===== src/rtl/sysid_check_ctrl.sv =====
// Boot-time system-ID check sequencer: reads ID and timestamp words, compares them
// against expected values, then arbitrates the slave for a host Avalon-MM master.
module sysid_check_ctrl #(
   parameter logic [31:0] EXPECTED_ID   = 32'd0,
   parameter logic [31:0] EXPECTED_TS   = 32'd1488914704,
   parameter int          SETTLE_CYCLES = 4
) (
   input  logic        clock,
   input  logic        reset_n,
   output logic        sys_address,
   input  logic [31:0] sys_readdata,
   input  logic        host_read,
   input  logic        host_address,
   output logic        host_waitrequest,
   output logic [31:0] host_readdata,
   input  logic        recheck,
   output logic        busy,
   output logic        done,
   output logic        id_ok,
   output logic        ts_ok,
   output logic [31:0] id_value,
   output logic [31:0] ts_value
);

   localparam int CW = (SETTLE_CYCLES > 1) ? $clog2(SETTLE_CYCLES + 1) : 1;
   localparam logic [CW-1:0] LAST = (SETTLE_CYCLES == 0) ? '0 : CW'(SETTLE_CYCLES - 1);

   typedef enum logic [2:0] {SETTLE, RD_ID, RD_TS, CMP, DONE, HOST} state_t;

   state_t        r_state;
   state_t        w_next;
   logic [CW-1:0] r_cnt;
   logic          r_addr;
   logic [31:0]   r_id;
   logic [31:0]   r_ts;
   logic          r_id_ok;
   logic          r_ts_ok;
   logic          r_pend;     // recheck seen during HOST, acted on in the next DONE
   logic          w_restart;

   always_comb begin
      w_next    = r_state;
      w_restart = 1'b0;
      case (r_state)
         SETTLE: if (SETTLE_CYCLES == 0 || r_cnt == LAST) w_next = RD_ID;
         RD_ID:  w_next = RD_TS;
         RD_TS:  w_next = CMP;
         CMP:    w_next = DONE;
         DONE: begin
            if (recheck || r_pend) begin
               w_next    = RD_ID;
               w_restart = 1'b1;
            end else if (host_read) begin
               w_next = HOST;
            end
         end
         HOST:    w_next = DONE;
         default: w_next = SETTLE;
      endcase
   end

   always_ff @(posedge clock) begin
      if (!reset_n) begin
         r_state <= SETTLE;
         r_cnt   <= '0;
         r_addr  <= 1'b0;
         r_id    <= '0;
         r_ts    <= '0;
         r_id_ok <= 1'b0;
         r_ts_ok <= 1'b0;
         r_pend  <= 1'b0;
      end else begin
         r_state <= w_next;
         if (r_state == SETTLE) r_cnt <= r_cnt + 1'b1;
         case (w_next)
            RD_ID:   r_addr <= 1'b0;
            RD_TS:   r_addr <= 1'b1;
            HOST:    r_addr <= host_address;
            default: r_addr <= r_addr;
         endcase
         if (r_state == RD_ID) r_id <= sys_readdata;
         if (r_state == RD_TS) r_ts <= sys_readdata;
         if (r_state == CMP) begin
            r_id_ok <= (r_id == EXPECTED_ID);
            r_ts_ok <= (r_ts == EXPECTED_TS);
         end
         if (w_restart) begin
            r_id_ok <= 1'b0;
            r_ts_ok <= 1'b0;
            r_pend  <= 1'b0;
         end else if (r_state == HOST && recheck) begin
            r_pend <= 1'b1;
         end
      end
   end

   assign sys_address      = r_addr;
   assign busy             = (r_state == SETTLE) || (r_state == RD_ID) ||
                             (r_state == RD_TS)  || (r_state == CMP);
   assign done             = (r_state == DONE) || (r_state == HOST);
   assign host_waitrequest = (r_state != HOST);
   assign host_readdata    = (r_state == HOST) ? sys_readdata : 32'd0;
   assign id_ok            = r_id_ok;
   assign ts_ok            = r_ts_ok;
   assign id_value         = r_id;
   assign ts_value         = r_ts;

endmodule


===== config.mk =====
export PLATFORM = sky130hd
export DESIGN_NAME = sysid_check_ctrl
export DESIGN_NICKNAME = d
export VERILOG_FILES = /design/src/rtl/sysid_check_ctrl.sv
export SDC_FILE = /design/constraint.sdc
export NUM_CORES = 1
export LEC_CHECK = 0
export CAP_MARGIN = 20
export CORE_UTILIZATION = 38
export DETAILED_ROUTE_END_ITERATION = 7
export MAX_ROUTING_LAYER = met4
export PLACE_DENSITY = 0.81
export SETUP_SLACK_MARGIN = 0.05
export SKIP_LAST_GASP = 1
export SLEW_MARGIN = 20
export SYNTH_ARGS = -nofsm -noshare
export SYNTH_HDL_FRONTEND = slang
export SYNTH_SLANG_ARGS = --single-unit

===== constraint.sdc =====
create_clock -name clock -period 1.3 [get_ports clock]
set_input_delay 0.13 -clock clock [delete_from_list [all_inputs] [get_ports clock]]
set_output_delay 0.13 -clock clock [all_outputs]
set_load 0.01 [all_outputs]

Yosys cells after proc, flatten, opt, wreduce, memory -nomap -nowiden
Index checks and enable logic that the tools add are counted.
Storage, ports and cells
  bits in registers: 74
  logic and storage cells: 40
Operators by class
  add/subtract/negate cells: 1
  equality and inequality tests: 11
  muxes and demuxes: 8
  bitwise operators: 1
  reductions and logical operators: 11
Operator list (number)
  $eq 32x31->1 const B: 1
  $logic_not 32->1: 1
  $mux 32: 1
  $pmux 3 s5: 1
  $eq 3x2->1 const B: 4
  $eq 3x3->1 const B: 3
  $mux 3: 3
  $eq 3x1->1 const B: 2
  $logic_or 1x1->1: 5
  $reduce_or 2->1: 2
  $add 3x1->3 const B: 1
  $logic_not 3->1: 1
  $ne 3x3->1 const B: 1
  $pmux 1 s3: 1
  $reduce_bool 3->1: 1
  $mux 1: 2
  $logic_and 1x1->1: 1
  $not 1->1: 1

Logic depth before layout (Yosys ltp)
Gate-level depths: netlist of the first run.
  depth in word-level cells: 5
  mapped depth: 6
  mapped depth without buffers: 6

Least setup slack after synthesis of the first run
OpenSTA, ideal clock, no wires.
  path type: flip-flop to output port
  start: reg r_state[2]
  end: out host_readdata[22]
  arrival time: 1.244 ns
  path slack: -0.074 ns
  stages on the path, launching flop included: 4
  buffers on the path: 1
  cell sequence: dfxtp_1 -> nor2b_1 -> clkbuf_1 -> and3_1
On the way
  word-level cells in the longest chain between the ends: 2
RTL lines
  start, declared: RTL line 30  | state_t r_state;
  start signal, assigned: RTL line 73  | r_state <= w_next;
  $eq 3x3->1: RTL line 102  | assign host_readdata = (r_state == HOST) ? sys_readdata : 32'd0;
  $mux 32: RTL line 102
  end, declared: RTL line 15  | output logic [31:0] host_readdata,
Every way passes these cells.

Final worst setup path of the first run
  start: reg r_state[2]
  end: out host_readdata[6]
Same word-level chain as after synthesis.

==> flow_summary.ini, run 1 <==
[outcome]
status = complete, but fails checks
violations = negative setup slack

[critical_path]
ff2ff_setup_slack_ps = -290
critical_path_class = flop to primary output
worstPathMaxFanout = 5
crit_path_cell_trace = nor2b_4 -> buf_4 -> buf_6 -> and3_1 -> clkdlybuf4s15_2
reg2reg_from = r_state[1]$_SDFF_PN0_
reg2reg_to = id_ok$_SDFFE_PP0P_
endpoint_kind = primary output
start_kind = flop
critPathArrivalTime_ps = 1570
cp_slowest_cell = dfxtp_2
critical-path-max-stage-delay_ps = 350
cp.required_ps = 1170
rr_worst_depth = 6

[sta]
finClkSkew_ps = 10.9
hold_viol = 0
hold_slack_ps = 179
rsz0062_at_grt = true
slew_headroom_pct = 74.7
final_max_slew_viol_count = 0
post-route-period-util_pct = 131
setup_viol = 107
worstMarginPinSlew_ps = 376
fmax_mhz = 589
worst_slack_ps = -399
fin_crit_ps = 1700

[grt]
grt_max_degree = 39
overflow = 0
grt_usage_pct = 36.6
antenna_found_initial = 0
grt_pass1_wl_mm = 23.2
first_global_vias = 4292

[floorplanning]
rows = 33
die_w_um = 93.6
die-area_sq_mm = 0.00877
io_pins = 139
die_h_um = 93.6
start_util_pct = 39.0
coreArea_sq_mm = 0.00818

[place]
numPortBuffers = 138
place_inst = 706
placed_area_sq_mm = 0.00543
gp_congestion = 0.913
hpwlAfterDp_mm = 8.01

[clocking]
clkTransAtPathRegs_ps = 80
cts_made_buffers = 9
htreeDepth = 3
postCtsHoldBufs = 0
cts_sinks = 74
cts_tree = yes
cts_buffer_depth = 2
worstSkewPairLatency_ps = 360
clock-root-buffer = clkbuf_8

[detailed_routing]
drtPass1Iterations = 5
vias = 4223
wire_per_inst_um = 20.2
ant_nets = 0
drc_errors = 0
wl_mm = 15.3
via_per_inst = 5.57
drt_iter0_drc = 374

[run]
drv_cap = 0

[synth]
avgSynthCellArea_sq_um = 8.22
synth_cells = 388
yosysWarningCount = 0
synth_seq_area_share_pct = 46.4
syn-num-nets = 427
synthesis.area_sq_mm = 0.00319
ys_ff_latch = 74
ys_types = 33

[final_layout]
final_cells = 758
final_nets = 689
postLayoutCellArea_sq_mm = 0.00642
mostFrequentLayoutCell = nand2_1
fillers = 459
diodes = 0
drive_gt1_share_pct = 40.9
final_cell_mix = 115 x nand2_1, 99 x buf_4, 57 x dlygate4sd2_1
areaGrowthSynthToFinish_pct = 101
utilization_pct = 78.5

[pwr]
p_leak_uw = 0.00306
p_per_area_mw_per_mm2 = 1260
ir_worst_vdd_uv = 710
power_uw = 8120

[worst_hold_path]
hold_class = input pin to flop
hold_end = id_ok$_SDFFE_PP0P_
whs_path_depth = 4
worstHoldStart = reset_n
==> sequential cells by signal, summed over array words and instances, names as in the netlist <==
| name | count |
|---|---|
| id_ok | 1 |
| id_value | 32 |
| r_cnt | 3 |
| r_pend | 1 |
| r_state | 3 |
| sys_address | 1 |
| ts_ok | 1 |
| ts_value | 32 |
==> metrics by stage <==
stage          setup TNS [ps]  setup slack, ps
3_5_place_dp           -11750             -281
5_1_grt                -22860             -409
4_1_cts                -18390             -318
2_1_floorplan           -9.68            -9.68
3_3_place_gp            -8250             -194
6_report               -18990             -399
==> cell families (layout without fill, tap and decap cells) <==
kind of cell | count (synthesis) | in the layout | share of synthesized area [%]
buf+inv | 34 | 299 | 5.14
mux | 1 | 1 | 0.314
xor+xnor | 1 | 1 | 0.275
flops | 74 | 74 | 46.4
simple gates | 201 | 201 | 29.6
fa+ha+maj | 2 | 2 | 0.784
compound gates | 75 | 75 | 17.5
==> how the worst max path moves through the flow <==
stage | from | endpoint | slack [ps] | cells after the start
3_3_place_gp | r_state[2]$_SDFF_PN0_ | host_readdata[5] | -190 | 4
4_1_cts | r_state[2]$_SDFF_PN0_ | host_readdata[16] | -320 | 6
2_1_floorplan | ts_value[25]$_SDFFE_PN0N_ | ts_ok$_SDFFE_PP0P_ | -10 | 4
3_5_place_dp | r_state[2]$_SDFF_PN0_ | host_readdata[10] | -280 | 4
6_report | r_state[2]$_SDFF_PN0_ | host_readdata[6] | -400 | 5
5_1_grt | r_state[2]$_SDFF_PN0_ | host_readdata[1] | -410 | 5
==> layout make-up <==
class,instances,area (sq um),share of cell area [%]
tap,105,131,2.05
clock inverter,4,45.0,0.701
clock buffer,10,128,1.99
inverter,5,23.8,0.370
sequential,74,1510,23.5
multi-input combinational,280,1810,28.2
timing repair buffer,280,2780,43.3
==> cell usage after synthesis (all sizes together) <==
cell | count | area [sq um]
nor3 | 2 | 15.0
or3 | 2 | 12.5
nand4 | 5 | 31.3
buf | 14 | 88.8
o21bai | 1 | 7.51
nand2 | 131 | 492
o21a | 1 | 7.51
nand3b | 1 | 7.51
dfxtp | 74 | 1480
xor2 | 1 | 8.76
nor4bb | 1 | 10.0
inv | 5 | 18.8
o31ai | 1 | 7.51
nor2b | 4 | 25.0
o211a | 1 | 10.0
nor4 | 10 | 62.6
mux2i | 1 | 10.0
and2 | 2 | 12.5
ha | 2 | 25.0
nor4b | 4 | 35.0
a21oi | 3 | 15.0
or4 | 1 | 7.51
clkbuf | 15 | 56.3
a21boi | 66 | 495
and4b | 1 | 10.0
nor2 | 3 | 11.3
o21ai | 1 | 5.00
o311a | 1 | 10.0
and3 | 33 | 206
nand3 | 1 | 5.00
==> timing repair <==
action                     in CTS  in global routing
cloned                         16                  0
setup endpoints to repair     173                126
resized for setup             355                 40
pin swaps                      33                  3
buffers inserted               21                  3
==> critical path: cells and delay by family, from the launching register on <==
family,cells,cell delay [ps]
buffers and inverters,3,480
flip-flops,1,350
AND/OR/NAND/NOR,2,380
==> layer usage <==
metal  track usage (%)  routed length (um)  vias up
met2              60.6                7600      244
li1                  -                   -     1850
met1              41.0                5880     2044
met4              22.6                 852        0
met3              6.34                1000       85
met5                 -                   0        -
==> power breakdown <==
part / switching [uW] / internal, uW
registers: 216 / 2580
logic: 1600 / 1980
clock network: 888 / 858
Power figures use the tool's default switching activity.
==> run 2, diff against run 1 <==
Settings changed: CORE_MARGIN set to 1.5.
==> run 2 against run 1 <==
Net effect: first-iteration DRC count up 5.3%; largest power group unchanged; clock skew up 5.8 ps; highest routed layer unchanged; global-route usage down 2.3 points; fmax down 0.67%; total power up 11%; non-clock buffer count up 3; clock power up 30%; the flow still finishes with violations (negative setup slack); critical path type is now flop to flop; register-to-register slack worse by 120 ps; critical path depth up 1; hold slack worse by 15 ps; core utilization up 4.4 points.
==> flow_summary.ini, run 2 (same netlist as run 1, synthesis figures left out) <==
[outcome]
status = complete, but fails checks
violations = negative setup slack

[detailed_routing]
via_per_inst = 5.77
vias = 4399
drc_errors = 0
wire_per_inst_um = 23.0
ant_nets = 0
wl_mm = 17.6
drt_iter0_drc = 394
drtPass1Iterations = 5

[sta]
final_max_slew_viol_count = 0
fin_crit_ps = 1710
fmax_mhz = 585
hold_viol = 0
tns_ps = -21940
worstMarginPinSlew_ps = 402
worst_slack_ps = -411
slew_headroom_pct = 73.0
rsz0062_at_grt = true
post-route-period-util_pct = 132
finClkSkew_ps = 16.7
setup_viol = 109

[final_layout]
final_cell_mix = 108 x buf_4, 54 x nand2_4, 48 x dfxtp_1
areaGrowthSynthToFinish_pct = 113
mostFrequentLayoutCell = buf_4
drive_gt1_share_pct = 59.1
postLayoutCellArea_sq_mm = 0.00678
utilization_pct = 82.9
final_nets = 692
fillers = 414
diodes = 0

[clocking]
cts_buffer_depth = 2
cts_made_buffers = 9
cts_sinks = 74
clock-root-buffer = clkbuf_8
worstSkewPairLatency_ps = 370
htreeDepth = 3
clkTransAtPathRegs_ps = 100
cts_tree = yes
postCtsHoldBufs = 0

[critical_path]
critPathArrivalTime_ps = 1970
cp.required_ps = 1560
start_kind = flop
endpoint_kind = flop
critical_path_class = flop to flop
worstPathMaxFanout = 3

[floorplanning]
coreArea_sq_mm = 0.00818
io_pins = 139
die_h_um = 94.6
die-area_sq_mm = 0.00895
rows = 33
start_util_pct = 39.0
die_w_um = 94.6

[grt]
grt_pass1_wl_mm = 22.2
first_global_vias = 4139
grt_usage_pct = 34.3
overflow = 0
grt_max_degree = 48
antenna_found_initial = 0

[place]
hpwlAfterDp_mm = 8.25
numPortBuffers = 138
gp_congestion = 0.942
placed_area_sq_mm = 0.00543

[run]
drv_cap = 0

[pwr]
p_leak_uw = 0.00321
p_per_area_mw_per_mm2 = 1330
ir_worst_vdd_uv = 966

[worst_hold_path]
hold_class = input pin to flop
[run 2: cell types whose count changed in the layout (fill, tap and decap cells not counted), sizes merged]
| cell | previous run | this run |
|---|---|---|
| clkdlybuf4s15 | 11 | 27 |
| bufbuf | 2 | 0 |
| bufinv | 1 | 3 |
| dlygate4sd2 | 57 | 25 |
| buf | 172 | 180 |
| clkbuf | 13 | 25 |
| clkinv | 3 | 4 |
[run 2: cell type report]
cell class,instances,area (sq um),share of cell area (%)
flip-flops and latches,74,1520,22.4
well taps,105,131,1.94
clock buffers,9,124,1.83
repair buffers,283,2520,37.1
multi-input cells,280,2340,34.6
clock inverters,7,118,1.73
inverters,5,28.8,0.424
[run 2: timing repair]
item / in CTS / in global routing
setup buffers: 23 / 10
setup endpoints to repair: 172 / 151
pin swaps: 43 / 108
gates cloned: 13 / 0
resized for setup: 336 / 281
[run 2: layer usage]
layer,track usage [%],vias up,wire (um)
li1,-,1866,-
met3,5.88,100,1470
met2,56.8,328,8690
met4,17.7,0,1010
met5,-,-,0
met1,39.8,2105,6410
[run 2: power by group]
group | switching (uW) | internal, uW
Sequential | 258 | 2580
Clock | 1000 | 1280
Combinational | 1970 | 1930
Total | 3240 | 5790
[run 2: worst max-delay path: stages (launching register included)]
cell and delay (ps):
dfxtp_4 370, buf_6 130, buf_4 130, buf_4 120, nor4_2 420, o21ai_0 230
o311a_1 180
[run 2: final timing paths]
kind	cells after the start	slack, ps	from	endpoint
worst max-delay path	6	-410	r_state[1]$_SDFF_PN0_	sys_address$_SDFFE_PN0P_
worst min-delay path	4	160	reset_n	r_pend$_SDFFE_PP0P_
worst max register to register	6	-410	r_state[1]$_SDFF_PN0_	sys_address$_SDFFE_PN0P_
worst min register to register	2	490	ts_ok$_SDFFE_PP0P_	ts_ok$_SDFFE_PP0P_
[run 2: stage by stage]
| step | setup WS (ps) | power, uW | std cells | hold WS [ps] |
|---|---|---|---|---|
| finish | -411 | 9030 | 763 | 164 |
| global placement | -201 | 5080 | 711 | 434 |
| detailed placement | -277 | 5150 | 711 | 446 |
| CTS | -351 | 8100 | 763 | 148 |
| global route | -476 | 9250 | 763 | 164 |
| floorplan | -9.68 | 3810 | 388 | 257 |
==> run 3, diff against run 2 <==
Settings changed: CTS_CLUSTER_SIZE set to 20, GPL_TIMING_DRIVEN set to 1.
==> results of run 3 <==
Same layout as run 2: the final DEF is identical, and so are final timing and power.
